[config.mk]
export PLATFORM = sky130hd
export DESIGN_NAME = rr_bus_arbiter
export DESIGN_NICKNAME = d
export VERILOG_FILES = /design/src/rtl/rr_bus_arbiter.sv
export SDC_FILE = /design/constraint.sdc
export NUM_CORES = 1
export LEC_CHECK = 0
export CAP_MARGIN = 10
export CORE_AREA = 2 2 164 166
export CTS_CLUSTER_DIAMETER = 40
export CTS_CLUSTER_SIZE = 10
export DETAILED_ROUTE_END_ITERATION = 16
export DIE_AREA = 0 0 166 168
export GPL_TIMING_DRIVEN = 0
export PLACE_DENSITY = 0.45
export SYNTH_ARGS = -nofsm -noshare
export SYNTH_HDL_FRONTEND = slang
export SYNTH_SLANG_ARGS = --single-unit
export TNS_END_PERCENT = 20
[constraint.sdc]
create_clock -name clk -period 2.8 [get_ports clk]
set_input_delay 0.84 -clock clk [delete_from_list [all_inputs] [get_ports clk]]
set_output_delay 0.84 -clock clk [all_outputs]
set_load 0.02 [all_outputs]
[src/rtl/rr_bus_arbiter.sv]
// Round-robin arbiter sharing one memory bus among NUM_MASTERS request/ready/fault masters.
// Latency: request to bus drive 1 cycle (grant registered); completion reported in the slave's ready cycle.
// Backpressure: grant held until ready_in (or fault); masters hold request stable until their ready pulse.
// Optional macro BUS_TIMEOUT_EN adds a wait counter that forces a fault after TIMEOUT_CYCLES stalled cycles.
module rr_bus_arbiter #(
  parameter int NUM_MASTERS    = 3,
  parameter int TIMEOUT_CYCLES = 255
) (
  input  logic                      clk,
  input  logic                      reset_n,
  input  logic [32*NUM_MASTERS-1:0] m_address_in,
  input  logic [NUM_MASTERS-1:0]    m_read_in,
  input  logic [NUM_MASTERS-1:0]    m_write_in,
  input  logic [4*NUM_MASTERS-1:0]  m_write_mask_in,
  input  logic [32*NUM_MASTERS-1:0] m_write_value_in,
  output logic [32*NUM_MASTERS-1:0] m_read_value_out,
  output logic [NUM_MASTERS-1:0]    m_ready_out,
  output logic [NUM_MASTERS-1:0]    m_fault_out,
  output logic [31:0]               address_out,
  output logic                      read_out,
  output logic                      write_out,
  output logic [3:0]                write_mask_out,
  output logic [31:0]               write_value_out,
  input  logic [31:0]               read_value_in,
  input  logic                      ready_in,
  input  logic                      fault_in,
  output logic [NUM_MASTERS-1:0]    grant_out
);

  localparam int IDX_W = $clog2(NUM_MASTERS);

  localparam logic ST_IDLE = 1'b0;
  localparam logic ST_BUSY = 1'b1;

  logic                   state;
  logic [NUM_MASTERS-1:0] grant;
  logic [IDX_W-1:0]       owner;
  logic [IDX_W-1:0]       last_grant;

  logic [NUM_MASTERS-1:0] req;
  logic                   pick_vld;
  logic [IDX_W-1:0]       pick_idx;

  logic busy;
  logic own_req;
  logic done_ok;
  logic abort;
  logic timeout_hit;
  logic bus_on;

  assign req       = m_read_in | m_write_in;
  assign busy      = (state == ST_BUSY);
  assign own_req   = req[owner];
  assign grant_out = grant;

  // A completing slave always wins; the owner keeps the bus even if it withdrew this cycle.
  assign done_ok = busy && ready_in;
  // Owner dropped its request without being served: protocol violation, leave silently.
  assign abort   = busy && !ready_in && !own_req;

`ifdef BUS_TIMEOUT_EN
  localparam int                CNT_W   = 16;
  localparam logic [CNT_W-1:0]  TO_LAST = CNT_W'(TIMEOUT_CYCLES - 1);

  logic [CNT_W-1:0] wait_cnt;

  // Count stalled BUSY cycles; IDLE holds it at zero so every grant starts fresh.
  always_ff @(posedge clk or negedge reset_n) begin
    if (!reset_n) begin
      wait_cnt <= '0;
    end else if (!busy) begin
      wait_cnt <= '0;
    end else if (!ready_in) begin
      wait_cnt <= wait_cnt + 1'b1;
    end
  end

  // The TIMEOUT_CYCLES-th stalled cycle is the one where the count still reads TIMEOUT_CYCLES-1.
  assign timeout_hit = busy && !ready_in && own_req && (wait_cnt == TO_LAST);
`else
  // Without the timeout the parameter is accepted but inert; BUSY waits for ready_in forever.
  localparam int unused_timeout_cycles = TIMEOUT_CYCLES;
  assign timeout_hit = 1'b0;
`endif

  // The bus is released in the forced-fault cycle so the stuck slave sees the access end.
  assign bus_on = busy && !timeout_hit;

  // Rotating priority: scan last_grant+1 .. last_grant+N; descending loop lets the nearest requester win.
  always_comb begin
    pick_vld = 1'b0;
    pick_idx = '0;
    for (int k = NUM_MASTERS; k >= 1; k--) begin
      if (req[(int'(last_grant) + k) % NUM_MASTERS]) begin
        pick_vld = 1'b1;
        pick_idx = IDX_W'((int'(last_grant) + k) % NUM_MASTERS);
      end
    end
  end

  // Common bus: mux of the owner's inputs while BUSY, quiet otherwise; mask only meaningful on writes.
  always_comb begin
    address_out     = '0;
    read_out        = 1'b0;
    write_out       = 1'b0;
    write_mask_out  = '0;
    write_value_out = '0;
    if (bus_on) begin
      address_out     = m_address_in[32*owner +: 32];
      read_out        = m_read_in[owner];
      write_out       = m_write_in[owner];
      write_value_out = m_write_value_in[32*owner +: 32];
      if (m_write_in[owner]) begin
        write_mask_out = m_write_mask_in[4*owner +: 4];
      end
    end
  end

  // Per-master return path: only the owner ever sees ready/fault/data, and only in its completion cycle.
  always_comb begin
    m_ready_out      = '0;
    m_fault_out      = '0;
    m_read_value_out = '0;
    if (done_ok) begin
      m_ready_out[owner]                = 1'b1;
      m_fault_out[owner]                = fault_in;
      m_read_value_out[32*owner +: 32]  = read_value_in;
    end else if (timeout_hit) begin
      m_ready_out[owner] = 1'b1;
      m_fault_out[owner] = 1'b1;
    end
  end

  // Arbitration state: grant in IDLE, hold through BUSY, rotate priority only on a reported completion.
  always_ff @(posedge clk or negedge reset_n) begin
    if (!reset_n) begin
      state      <= ST_IDLE;
      grant      <= '0;
      owner      <= '0;
      last_grant <= IDX_W'(NUM_MASTERS - 1);
    end else begin
      case (state)
        ST_IDLE: begin
          if (pick_vld) begin
            state <= ST_BUSY;
            grant <= NUM_MASTERS'(1) << pick_idx;
            owner <= pick_idx;
          end
        end
        ST_BUSY: begin
          if (done_ok || timeout_hit) begin
            state      <= ST_IDLE;
            grant      <= '0;
            last_grant <= owner;
          end else if (abort) begin
            state <= ST_IDLE;
            grant <= '0;
          end
        end
        default: begin
          state <= ST_IDLE;
          grant <= '0;
        end
      endcase
    end
  end

endmodule

After elaboration in Yosys (flattened, before gate mapping)
Cells that the tools add are included.

cells by class
  add/subtract/negate cells = 4
  div/mod/pow operators = 3
  order comparisons = 5
  eq/ne operators = 2
  shift-type cells = 6
  muxes and demuxes = 40
  bitwise logic cells = 4
  reductions and logical operators = 9

operators with widths
  kind                      count
  $shiftx 96x8->32          2
  $and 96x96->96            1
  $lt 32x4->1 const B       3
  $mod 32x3->32 const B     3
  $mux 96                   1
  $shift 32x34->96 const A  1
  $shiftx 32x34->96         1
  $mux 32                   2
  $neg 7->34                1
  $mux 1                    18
  $mux 3                    5
  $bmux 1 s2                6
  $shiftx 12x5->4           1
  $mux 4                    2
  $add 2x2->3 const B       2
  $mux 2                    3
  $pmux 3 s2                1
  $reduce_and 2->1          3
  $logic_and 1x1->1         4
  $add 2x1->3 const B       1
  $and 3x3->3               1
  $lt 2x3->1 const B        1
  $ne 3x1->1 const B        1
  $or 3x3->3                1
  7 further kinds           8

word-level totals
  flip-flop bits (word level) = 8
  input port bits = 246
  output and inout port bits = 175
  logic and storage cells = 77

Logic depth before layout (Yosys ltp)
  word-level depth = 11
  gate-level depth with buffers = 8
  mapped depth without buffers = 7

Worst setup path after synthesis
No wires, ideal clock.

  path type = reg-to-output
  start = reg owner[1]
  end = out m_read_value_out[10]
  data arrival time = 2.011 ns
  data required time = 1.960 ns
  setup slack = -0.051 ns
  cell stages (with the launch flop) = 8
  path buffers = 2
  path through = dfrtp_1 buf_2 inv_1 ha_1 and3_1 nor3b_1 clkbuf_1 and2_1

on the way
  cells in the longest elaborated chain, start to end = 4
  elaborated cells on any way between the ends = 5
  classes of those cells = 1 x add/sub; 2 x shift; 1 x mux; 1 x bitwise

RTL lines
  element                                                       line  source
  from (decl)                                                   37    logic [IDX_W-1:0] owner;
  from (signal assigned)                                        147   owner <= pick_idx;
  $neg 7->34 *                                                  127   m_read_value_out[32*owner +: 32] = read_value_in;
  $shiftx 32x34->96 / $shift 32x34->96 (equally long branches)  127
  $and 96x96->96 (no line) *                                    --
  $mux 96 *                                                     124   if (done_ok) begin
  to (decl)                                                     16    output logic [32*NUM_MASTERS-1:0] m_read_value_out,

Every way passes the cells marked *; elsewhere a longest branch is shown, timed or not.

Worst setup path after layout
  start = reg owner[1]
  end = out m_read_value_out[70]

The elaborated chain is that of the path after synthesis.

==> flow_summary.ini <==
[global_routing]
gr-total-overflow = 0
track_usage_pct = 14.3
grt_pass1_vias = 5098
antenna_found_initial = 0
grt_max_degree = 11
grt_pass1_wl_microns = 31300

[sta]
maxSlewHeadroom_pct = 67.1
timing.hold.ws_ns = 0.483
slew_violations = 0
setup_viol = 80
min_period_over_period_pct = 107
fmax_mhz = 334
rsz0062_at_grt = yes
fin_skew_ns = 0.00115
finalHoldViolCount = 0
fin_crit_ns = 2.99
fin_tns_setup_ns = -6.89
fin_ws_ns = -0.194
tightest_slew_ns = 0.491

[routing]
drcViolationCount = 0
wl_per_cell_microns = 16.9
highest_layer = met4
antenna_left = 0
first_pass_iters = 4
drt-met1-wl_microns = 8860
wl_met2_microns = 11200
vias_per_cell = 3.96
vias = 5081
route.met3.wl_microns = 1470
wl_microns = 21600
drtIter0Drc = 161

[die]
start_util_pct = 11.8
ios = 421
fp.dieW_microns = 166
core_area_sq_um = 26400
fp.dieH_microns = 168
rows = 60
die-area_sq_um = 27900

[synth]
synth_area_sq_um = 3100
synth_flop_cell = dfrtp_1
ys.warnings.count = 0
avgSynthCellArea_sq_um = 6.24
synth.distinct_cells = 42
netlist_instances = 496
synth_edf_count = 0
postSynth.asyncResetShare_pct = 100
ys_seq_area_share_pct = 6.51
synth_seq_cells = 8
synth_nets = 750

[placement]
hpwl_microns = 17700
io_buffers = 420
place.gp.congestion = 0.832
placed_cell_area_sq_um = 7730

[power]
p_total_uw = 5700
p_leak_uw = 0.00365
power_density_nw_per_um2 = 702
peakVddDrop_uv = 321

[cts]
cts_tree = built
htreeDepth = 1
clockBufferDepth = 2
root_buffer = clkbuf_16
clkLatencyLatePin_ns = 0.24
clkSlewWorstSetupHoldPaths_ns = 0.04
clock_sinks = 8
cts-buffers-inserted = 3

[worst_setup_path]
required_ns = 1.96
crit_arrival_ns = 2.15
crit_path_end_kind = output pin
cpMaxStageDelayCell = dfrtp_2
slowest_delay_ns = 0.39
cp_cell_sequence = buf_12, clkinvlp_4, ha_4, nand2b_4, nor3b_4, buf_4, clkbuf_8, and2_1, buf_2
crit_fanout = 5
startpoint_type = flop
crit_type = flop to output pin

[cells_and_area]
final_util_pct = 30.8
final_area_sq_um = 8130
drive_gt1_share_pct = 31.7
area_growth_pct = 162
n_antenna_cell = 0
nNetsFinal = 1197

[outcome]
status = finished, violations left
violations = negative setup slack

[hold_path]
hold_path.class = flop to flop

[run]
cap_violations = 0
-- through the flow --
step                cells  setup slack, ns
detailed placement   1257            -1.46
global placement     1257            -1.48
global route         1283           -0.317
finish               1283           -0.194
floorplan             496          -0.0112
CTS                  1278           -0.244
-- per-layer routing --
metal | vias to the layer above | GRT usage (%)
met4 | 0 | 1.51
li1 | 2553 | -
met2 | 235 | 27.2
met5 | - | 0
met3 | 13 | 2.96
met1 | 2280 | 16.9
-- what timing repair did --
item,CTS,global route
gates resized for setup,815,169
buffers inserted,16,6
endpoints found under the setup margin,172,166
hold buffers,0,0
gates cloned,2,1
pin swaps,13,7
-- cells in the final DEF (no fill, tap or decap), drive strengths merged, types with 3 or more instances in the layout --
cell           synthesis  final
o21ai                  3      3
buf                   19    186
clkdlybuf4s50          0    240
mux2i                 71     71
dfrtp                  7      7
dlymetal6s2s           0      3
nand2                  3      3
a21oi                 70     70
dlygate4sd2            0     11
ha                     8      8
nor2b                  4      4
clkbuf                22     44
clkdlybuf4s15          0      3
a31oi                  4      4
nor2                 142    142
a211oi                 3      3
nor3                   7      7
inv                    7      5
and3                   3      3
and2                 100    100
-- sequential cells by signal, summed over array words and instances (netlist names) --
signal,cells
last_grant,2
grant_out,3
bus_on,1
owner,2
-- worst max-delay path: cells and delay by family, from the launching register on --
kind | cells | cell delay (ns)
buf+inv | 5 | 0.74
simple gates | 3 | 0.44
flops | 1 | 0.39
fa+ha+maj | 1 | 0.34
-- cells in the mapped netlist, drive strengths merged (2+ instances only) --
| cell | count | area [sq um] |
|---|---|---|
| buf | 19 | 95.1 |
| nor2 | 142 | 541 |
| o21ai | 3 | 15.0 |
| inv | 7 | 26.3 |
| nand2 | 3 | 11.3 |
| or2b | 2 | 16.3 |
| a31oi | 4 | 31.3 |
| nand2b | 2 | 12.5 |
| a21oi | 70 | 350 |
| and3 | 3 | 18.8 |
| nor2b | 4 | 25.0 |
| nor3b | 2 | 15.0 |
| dfrtp | 7 | 175 |
| o22ai | 2 | 12.5 |
| a211oi | 3 | 32.5 |
| nor3 | 7 | 40.0 |
| a21o | 2 | 15.0 |
| and2 | 100 | 626 |
| clkbuf | 22 | 82.6 |
| ha | 8 | 100 |
| mux2i | 71 | 711 |
-- report_power, final --
group | internal, uW | switching (uW)
clock | 190 | 62.4
sequential | 177 | 48.6
combinational | 2200 | 3020
-- worst paths after layout --
check / from / endpoint / slack (ns) / depth (start not counted)
setup reg to reg: last_grant[1] / owner[0] / 0.60 / 6
min in group asynchronous: reset_n / grant_out[1] / 0.90 / 1
setup / recovery: owner[1] / m_read_value_out[70] / -0.19 / 9
hold / removal: grant_out[2] / grant_out[2] / 0.48 / 1
max in group asynchronous: reset_n / last_grant[1] / 1.58 / 1
hold reg to reg: grant_out[2] / grant_out[2] / 0.48 / 1
-- layout make-up --
class / count / area (sq um)
Inverter: 7 / 33.8
Multi-Input combinational cell: 440 / 2890
Timing Repair Buffer: 445 / 4130
Sequential cell: 8 / 204
Tap cell: 341 / 427
Fill cell: 2931 / 18200
Buffer: 38 / 364
Clock buffer: 4 / 78.8
-- kinds of logic (layout without fill, tap and decap cells) --
logic type      Yosys count  after routing  share of synthesized area (%)
compound gates           90             90                           17.1
simple gates            270            270                           43.2
mux                      72             72                           23.4
flops                     8              8                           6.51
buf+inv                  48            494                           6.59
fa+ha+maj                 8              8                           3.23
Power figures use the tool's default switching activity.
